$ cat src/rtl/digit_scan_mux.sv
// digit_scan_mux
//   Time-multiplexes NUM_DIGITS data words onto one shared data bus. Each
//   digit is driven for ON_TICKS scan ticks. Between digits, the block can
//   insert a gap of BLANK_TICKS ticks with every digit off. A scan tick comes
//   from an internal prescaler, once every TICK_DIV fast_clk cycles. Every
//   output comes from a flop.
//
//   Optional feature macro: DIGIT_BLINK_EN
//     Adds the blink_mask port and the BLINK_FRAMES parameter. Every
//     BLINK_FRAMES frames, a blink phase toggles. While the phase is set,
//     digits selected by blink_mask are kept dark.
//
// Ports
//   fast_clk    in   system clock
//   rst         in   asynchronous active-low reset
//   en          in   scan enable (0 freezes timing and darkens all digits)
//   data_in     in   digit k occupies bits [k*DATA_W +: DATA_W]
//   digit_mask  in   bit k=1 keeps digit k dark during its slot
//   blink_mask  in   (DIGIT_BLINK_EN only) digits that blink
//   sel         out  one-hot digit enable, polarity per SEL_ACTIVE_LOW
//   data_out    out  data word of the digit being driven
//   digit_idx   out  index of the current digit (or the last one, while blanking)
//   frame_done  out  one-cycle pulse when the last digit's on-time ends
module digit_scan_mux #(
    parameter int NUM_DIGITS     = 4,
    parameter int DATA_W         = 4,
    parameter int TICK_DIV       = 50000,
    parameter int ON_TICKS       = 4,
    parameter int BLANK_TICKS    = 1,
    parameter int SEL_ACTIVE_LOW = 1
`ifdef DIGIT_BLINK_EN
    ,
    parameter int BLINK_FRAMES   = 64
`endif
) (
    input  logic                                                   fast_clk,
    input  logic                                                   rst,
    input  logic                                                   en,
    input  logic [NUM_DIGITS*DATA_W-1:0]                           data_in,
    input  logic [NUM_DIGITS-1:0]                                  digit_mask,
`ifdef DIGIT_BLINK_EN
    input  logic [NUM_DIGITS-1:0]                                  blink_mask,
`endif
    output logic [NUM_DIGITS-1:0]                                  sel,
    output logic [DATA_W-1:0]                                      data_out,
    output logic [((NUM_DIGITS > 1) ? $clog2(NUM_DIGITS) : 1)-1:0] digit_idx,
    output logic                                                   frame_done
);

    localparam int IDX_W   = (NUM_DIGITS > 1) ? $clog2(NUM_DIGITS) : 1;
    localparam int PRESC_W = (TICK_DIV > 2) ? $clog2(TICK_DIV) : 1;
    localparam int CNT_MAX = (ON_TICKS > BLANK_TICKS) ? ON_TICKS : BLANK_TICKS;
    localparam int CNT_W   = (CNT_MAX > 2) ? $clog2(CNT_MAX) : 1;

    localparam logic [PRESC_W-1:0]    PRESC_LAST = PRESC_W'(TICK_DIV - 1);
    localparam logic [CNT_W-1:0]      ON_LAST    = CNT_W'(ON_TICKS - 1);
    localparam logic [CNT_W-1:0]      BLANK_LAST = CNT_W'((BLANK_TICKS > 0) ? BLANK_TICKS - 1 : 0);
    localparam logic [IDX_W-1:0]      LAST_IDX   = IDX_W'(NUM_DIGITS - 1);
    localparam logic [NUM_DIGITS-1:0] SEL_IDLE   = (SEL_ACTIVE_LOW != 0) ? {NUM_DIGITS{1'b1}}
                                                                         : {NUM_DIGITS{1'b0}};
    localparam logic [NUM_DIGITS-1:0] SEL_ONE    = {{(NUM_DIGITS-1){1'b0}}, 1'b1};

    localparam logic [0:0] ST_BLANK = 1'b0;
    localparam logic [0:0] ST_SCAN  = 1'b1;

    logic [PRESC_W-1:0]    presc_q, presc_d;
    logic [CNT_W-1:0]      cnt_q, cnt_d;
    logic [0:0]            state_q, state_d;
    logic [IDX_W-1:0]      idx_q, idx_d;
    logic [DATA_W-1:0]     data_q, data_d;
    logic [NUM_DIGITS-1:0] sel_q, sel_d;
    logic                  frame_done_q, frame_done_d;
    logic                  tick;
    logic                  advance;
    logic [NUM_DIGITS-1:0] suppress;
    logic [NUM_DIGITS-1:0] sel_hot;

    assign tick = en && (presc_q == PRESC_LAST);

`ifdef DIGIT_BLINK_EN
    localparam int FC_W = (BLINK_FRAMES > 2) ? $clog2(BLINK_FRAMES) : 1;
    localparam logic [FC_W-1:0] FC_LAST = FC_W'(BLINK_FRAMES - 1);

    logic [FC_W-1:0] frame_cnt_q, frame_cnt_d;
    logic            blink_phase_q, blink_phase_d;

    always_comb begin
        frame_cnt_d   = frame_cnt_q;
        blink_phase_d = blink_phase_q;
        if (frame_done_d) begin
            if (frame_cnt_q == FC_LAST) begin
                frame_cnt_d   = '0;
                blink_phase_d = ~blink_phase_q;
            end else begin
                frame_cnt_d = frame_cnt_q + 1'b1;
            end
        end
    end

    always_ff @(posedge fast_clk or negedge rst) begin
        if (!rst) begin
            frame_cnt_q   <= '0;
            blink_phase_q <= 1'b0;
        end else begin
            frame_cnt_q   <= frame_cnt_d;
            blink_phase_q <= blink_phase_d;
        end
    end

    assign suppress = digit_mask | (blink_mask & {NUM_DIGITS{blink_phase_q}});
`else
    assign suppress = digit_mask;
`endif

    always_comb begin
        presc_d      = presc_q;
        cnt_d        = cnt_q;
        state_d      = state_q;
        idx_d        = idx_q;
        data_d       = data_q;
        frame_done_d = 1'b0;
        advance      = 1'b0;

        if (en) begin
            presc_d = tick ? '0 : presc_q + 1'b1;
        end

        if (tick) begin
            if (state_q == ST_SCAN) begin
                if (cnt_q == ON_LAST) begin
                    cnt_d        = '0;
                    frame_done_d = (idx_q == LAST_IDX);
                    if (BLANK_TICKS > 0) begin
                        state_d = ST_BLANK;
                    end else begin
                        advance = 1'b1;
                    end
                end else begin
                    cnt_d = cnt_q + 1'b1;
                end
            end else begin
                if (BLANK_TICKS == 0 || cnt_q == BLANK_LAST) begin
                    advance = 1'b1;
                end else begin
                    cnt_d = cnt_q + 1'b1;
                end
            end
        end

        // Explicit wrap so non-power-of-two digit counts never reach an unused index.
        // The data word is captured only here, so it stays stable for the whole slot.
        if (advance) begin
            idx_d   = (idx_q == LAST_IDX) ? '0 : idx_q + 1'b1;
            state_d = ST_SCAN;
            data_d  = data_in[idx_d*DATA_W +: DATA_W];
        end

        // sel is derived from the next state so it switches on the same edge as the FSM.
        sel_hot = SEL_ONE << idx_d;
        if (en && state_d == ST_SCAN && !suppress[idx_d]) begin
            sel_d = (SEL_ACTIVE_LOW != 0) ? ~sel_hot : sel_hot;
        end else begin
            sel_d = SEL_IDLE;
        end
    end

    always_ff @(posedge fast_clk or negedge rst) begin
        if (!rst) begin
            presc_q      <= '0;
            cnt_q        <= '0;
            state_q      <= ST_BLANK;
            idx_q        <= LAST_IDX;
            data_q       <= '0;
            sel_q        <= SEL_IDLE;
            frame_done_q <= 1'b0;
        end else begin
            presc_q      <= presc_d;
            cnt_q        <= cnt_d;
            state_q      <= state_d;
            idx_q        <= idx_d;
            data_q       <= data_d;
            sel_q        <= sel_d;
            frame_done_q <= frame_done_d;
        end
    end

    assign sel        = sel_q;
    assign data_out   = data_q;
    assign digit_idx  = idx_q;
    assign frame_done = frame_done_q;

endmodule
$ cat config.mk
export PLATFORM = sky130hd
export DESIGN_NAME = digit_scan_mux
export DESIGN_NICKNAME = d
export VERILOG_FILES = /design/src/rtl/digit_scan_mux.sv
export SDC_FILE = /design/constraint.sdc
export NUM_CORES = 1
export LEC_CHECK = 0
export ABC_CLOCK_PERIOD_IN_PS = 2600
export BUFFER_PORTS_ARGS = -buffer_cell sky130_fd_sc_hd__buf_4
export CAP_MARGIN = 20
export CELL_PAD_IN_SITES_DETAIL_PLACEMENT = 0
export CELL_PAD_IN_SITES_GLOBAL_PLACEMENT = 1
export CORE_ASPECT_RATIO = 0.75
export CORE_MARGIN = 1
export CORE_UTILIZATION = 42
export DETAILED_ROUTE_END_ITERATION = 12
export GPL_TIMING_DRIVEN = 0
export HOLD_SLACK_MARGIN = 0.05
export PLACE_DENSITY_LB_ADDON = 0.1
export SLEW_MARGIN = 20
export SYNTH_ARGS = -nofsm -noshare
export SYNTH_HDL_FRONTEND = slang
export SYNTH_SLANG_ARGS = --single-unit
$ cat constraint.sdc
create_clock -name fast_clk -period 2.6 [get_ports fast_clk]
set_input_delay 0.39 -clock fast_clk [delete_from_list [all_inputs] [get_ports fast_clk]]
set_output_delay 0.39 -clock fast_clk [all_outputs]
set_load 0.02 [all_outputs]
==> flow_summary.yaml <==
timing:
  hold_viol: 0
  fin_skew_ns: 0.00562
  setup_ws_ns: 0.373
  max_freq_ghz: 0.449
  slew_headroom: 0.650
  worstMarginPinSlew_ns: 0.523
  period_share: 0.856
  drv_slew: 0
  rsz0062_at_grt: "false"
  setup_tns_ns: 0
  period_needed_ns: 2.23
  setup_viol: 0
clocking:
  cts_tree: "yes"
  insertion_delay_ns: 0.29
  cts.sinks: 30
  hold_buffers: 1
  cts_buffers: 5
  clock-root-buffer: "clkbuf_8"
  post_cts_buffers: 0
  clkTransAtPathRegs_ns: 0.06
  cts-htree-levels: 2
  clockBufferDepth: 2
  cts_resized: 0
synthesis:
  syn_area_per_cell_sq_um: 10.9
  ys_ff_latch: 30
  synth_edf_count: 0
  synthDistinctLibCells: 42
  yosysTopAreaCell: "dfrtp_1"
  postSynthNetCount: 177
  ys.flop_type: "dfrtp_1"
  yosys_warnings: 0
  synth_cells: 150
  async_flop_share: 1.00
  netlist_top_cells_area: "dfrtp_1 (37%), dfstp_2 (9.6%), mux2_2 (4.1%)"
  syn_area_sq_um: 1630
  seq_area_frac_synth: 0.464
  synth.top_cell.area_share: 0.368
power:
  p_leak_uw: 0.000955
  comb_power_share: 0.138
  power.share.clock: 0.347
  p_int_uw: 815
  power_density_nw_per_um2: 546
  switching_share: 0.271
  pwr-share-seq: 0.515
  ir_drop_v: 0.000333
  switching_power_uw: 303
setup_path:
  cp.arrival_ns: 2.44
  slowest_stage: "nor4_4"
  start_kind: "register"
  slowest_delay_ns: 0.42
  critPathMaxFanout: 10
  cp_top_family: "simple AND/OR/NAND/NOR gates"
  crit_path_end_kind: "register"
  path_buf_inv: 1
  cp_cell_sequence: "ha_1 -> nand4_1 -> nor4_4 -> nand2b_1 -> buf_2 -> mux2_4"
  worst-endpoint-required_ns: 2.81
  critPathKind: "register to register"
floorplanning:
  design.die.area_sq_um: 4150
  core_sq_um: 3680
  dieWidth_um: 74.0
  initial_core_util: 0.443
  ioPinCount: 34
  num_rows: 19
  die-height_um: 56.0
grt:
  grtUsageTotal: 0.186
  overflow: 0
  grt_max_degree: 31
  grt_pass1_vias: 1243
  antenna_found_initial: 0
  grt_pass1_wl_um: 5650
placed_design:
  portBuffers: 33
  placed_area_sq_um: 1950
  place_congestion: 0.824
  post-dp-hpwl_um: 2510
  place_inst: 235
  post-place-ws_ns: 0.387
drt:
  drt-initial-drc-count: 80
  firstDrtPassIters: 4
  viasPerCell: 5.15
  drc: 0
  detail-route-antenna-nets: 0
  num_vias: 1256
  wl_per_cell_um: 13.9
  wl_um: 3380
layout:
  nets: 218
  final_core_util: 0.556
  final_common_cell: "buf_4"
  design_area_sq_um: 2050
  nFillCells: 348
  drive_above_1_share: 0.333
  multiInputGateArea_sq_um: 841
  final-seq-area_sq_um: 758
  fin_cells: 244
  area_delta_synth_final_pct: 25.3
  diodes: 0
  final_cell_mix: "buf_4 (34), dfrtp_1 (24), nand2_1 (15)"
min_path:
  hold_path.class: "input pin to register"
outcome:
  status: "complete, no violations"
job:
  cap_violations: 0
-- worst paths after layout --
| kind | startpoint | cells after the start | slack [ns] | endpoint |
|---|---|---|---|---|
| setup / recovery | presc_q[0] | 6 | 0.37 | digit_idx[1] |
| hold / removal | digit_mask[1] | 2 | 0.31 | sel[1] |
| setup reg to reg | presc_q[0] | 6 | 0.37 | digit_idx[1] |
| hold reg to reg | data_out[1] | 2 | 0.49 | data_out[1] |
| max in group asynchronous | rst | 2 | 1.72 | digit_idx[1] |
| min in group asynchronous | rst | 2 | 0.56 | frame_done |
-- final cells by class --
| type | count | area share |
|---|---|---|
| multi-input combinational | 112 | 0.411 |
| sequential | 30 | 0.370 |
| timing repair buffer | 34 | 0.126 |
| clock buffer | 7 | 0.0422 |
| tap | 52 | 0.0318 |
| buffer | 5 | 0.0116 |
| inverter | 3 | 0.00550 |
| clock inverter | 1 | 0.00244 |
-- stage by stage --
step	hold slack (ns)	total power [uW]
after detailed placement	0.344	735
after floorplan	0.0944	668
after CTS	0.306	1130
after global routing	0.311	1180
final	0.314	1120
after global placement	0.336	727
-- metal layers --
metal  vias to the layer above  global-route usage  wire [um]
li1                        621                   -          -
met1                       607               0.256       1650
met2                        20               0.266       1520
met3                         8              0.0489        130
met4                         0              0.0989         73
met5                         -                   0          0
-- power by group through the flow --
stage          clock, uW  combinational, uW  sequential [uW]
3_5_place_dp           0                155              581
4_1_cts              404                156              574
5_1_grt              420                176              581
6_report             388                154              576
3_3_place_gp           0                149              578
2_1_floorplan          0                103              565
-- worst reg2reg max path, stage by stage, from the launching register on --
cell,delay [ns]
dfrtp_1,0.41
ha_1,0.23
nand4_1,0.32
nor4_4,0.42
nand2b_1,0.21
buf_2,0.24
mux2_4,0.31
-- sequential cells by signal, summed over array words and instances (netlist names) --
register	count
presc_q	16
data_out	4
sel	4
cnt_q	2
digit_idx	2
frame_done	1
state_q	1
-- synthesized netlist by cell type, types with 4 or more instances --
master and instances:
a21oi_1 4, and3_1 6, dfrtp_1 24, dfstp_2 6, ha_1 4, mux2_2 6, nand2_1 15, nand3_1 4
nor2_1 13, o21ai_0 6, xnor2_1 4, xor2_1 6
-- kinds of logic after synthesis --
logic type               Yosys count  share of synthesized area
XOR/XNOR                          10                     0.0536
AND/OR/NAND/NOR                   67                      0.260
multiplexers                      13                      0.106
adder cells (fa/ha/maj)            4                     0.0306
AO/OA/AOI/OAI                     18                     0.0651
flip-flops                        30                      0.464
buffers and inverters              8                     0.0214
Note: power is estimated with default switching activity, not from simulation.
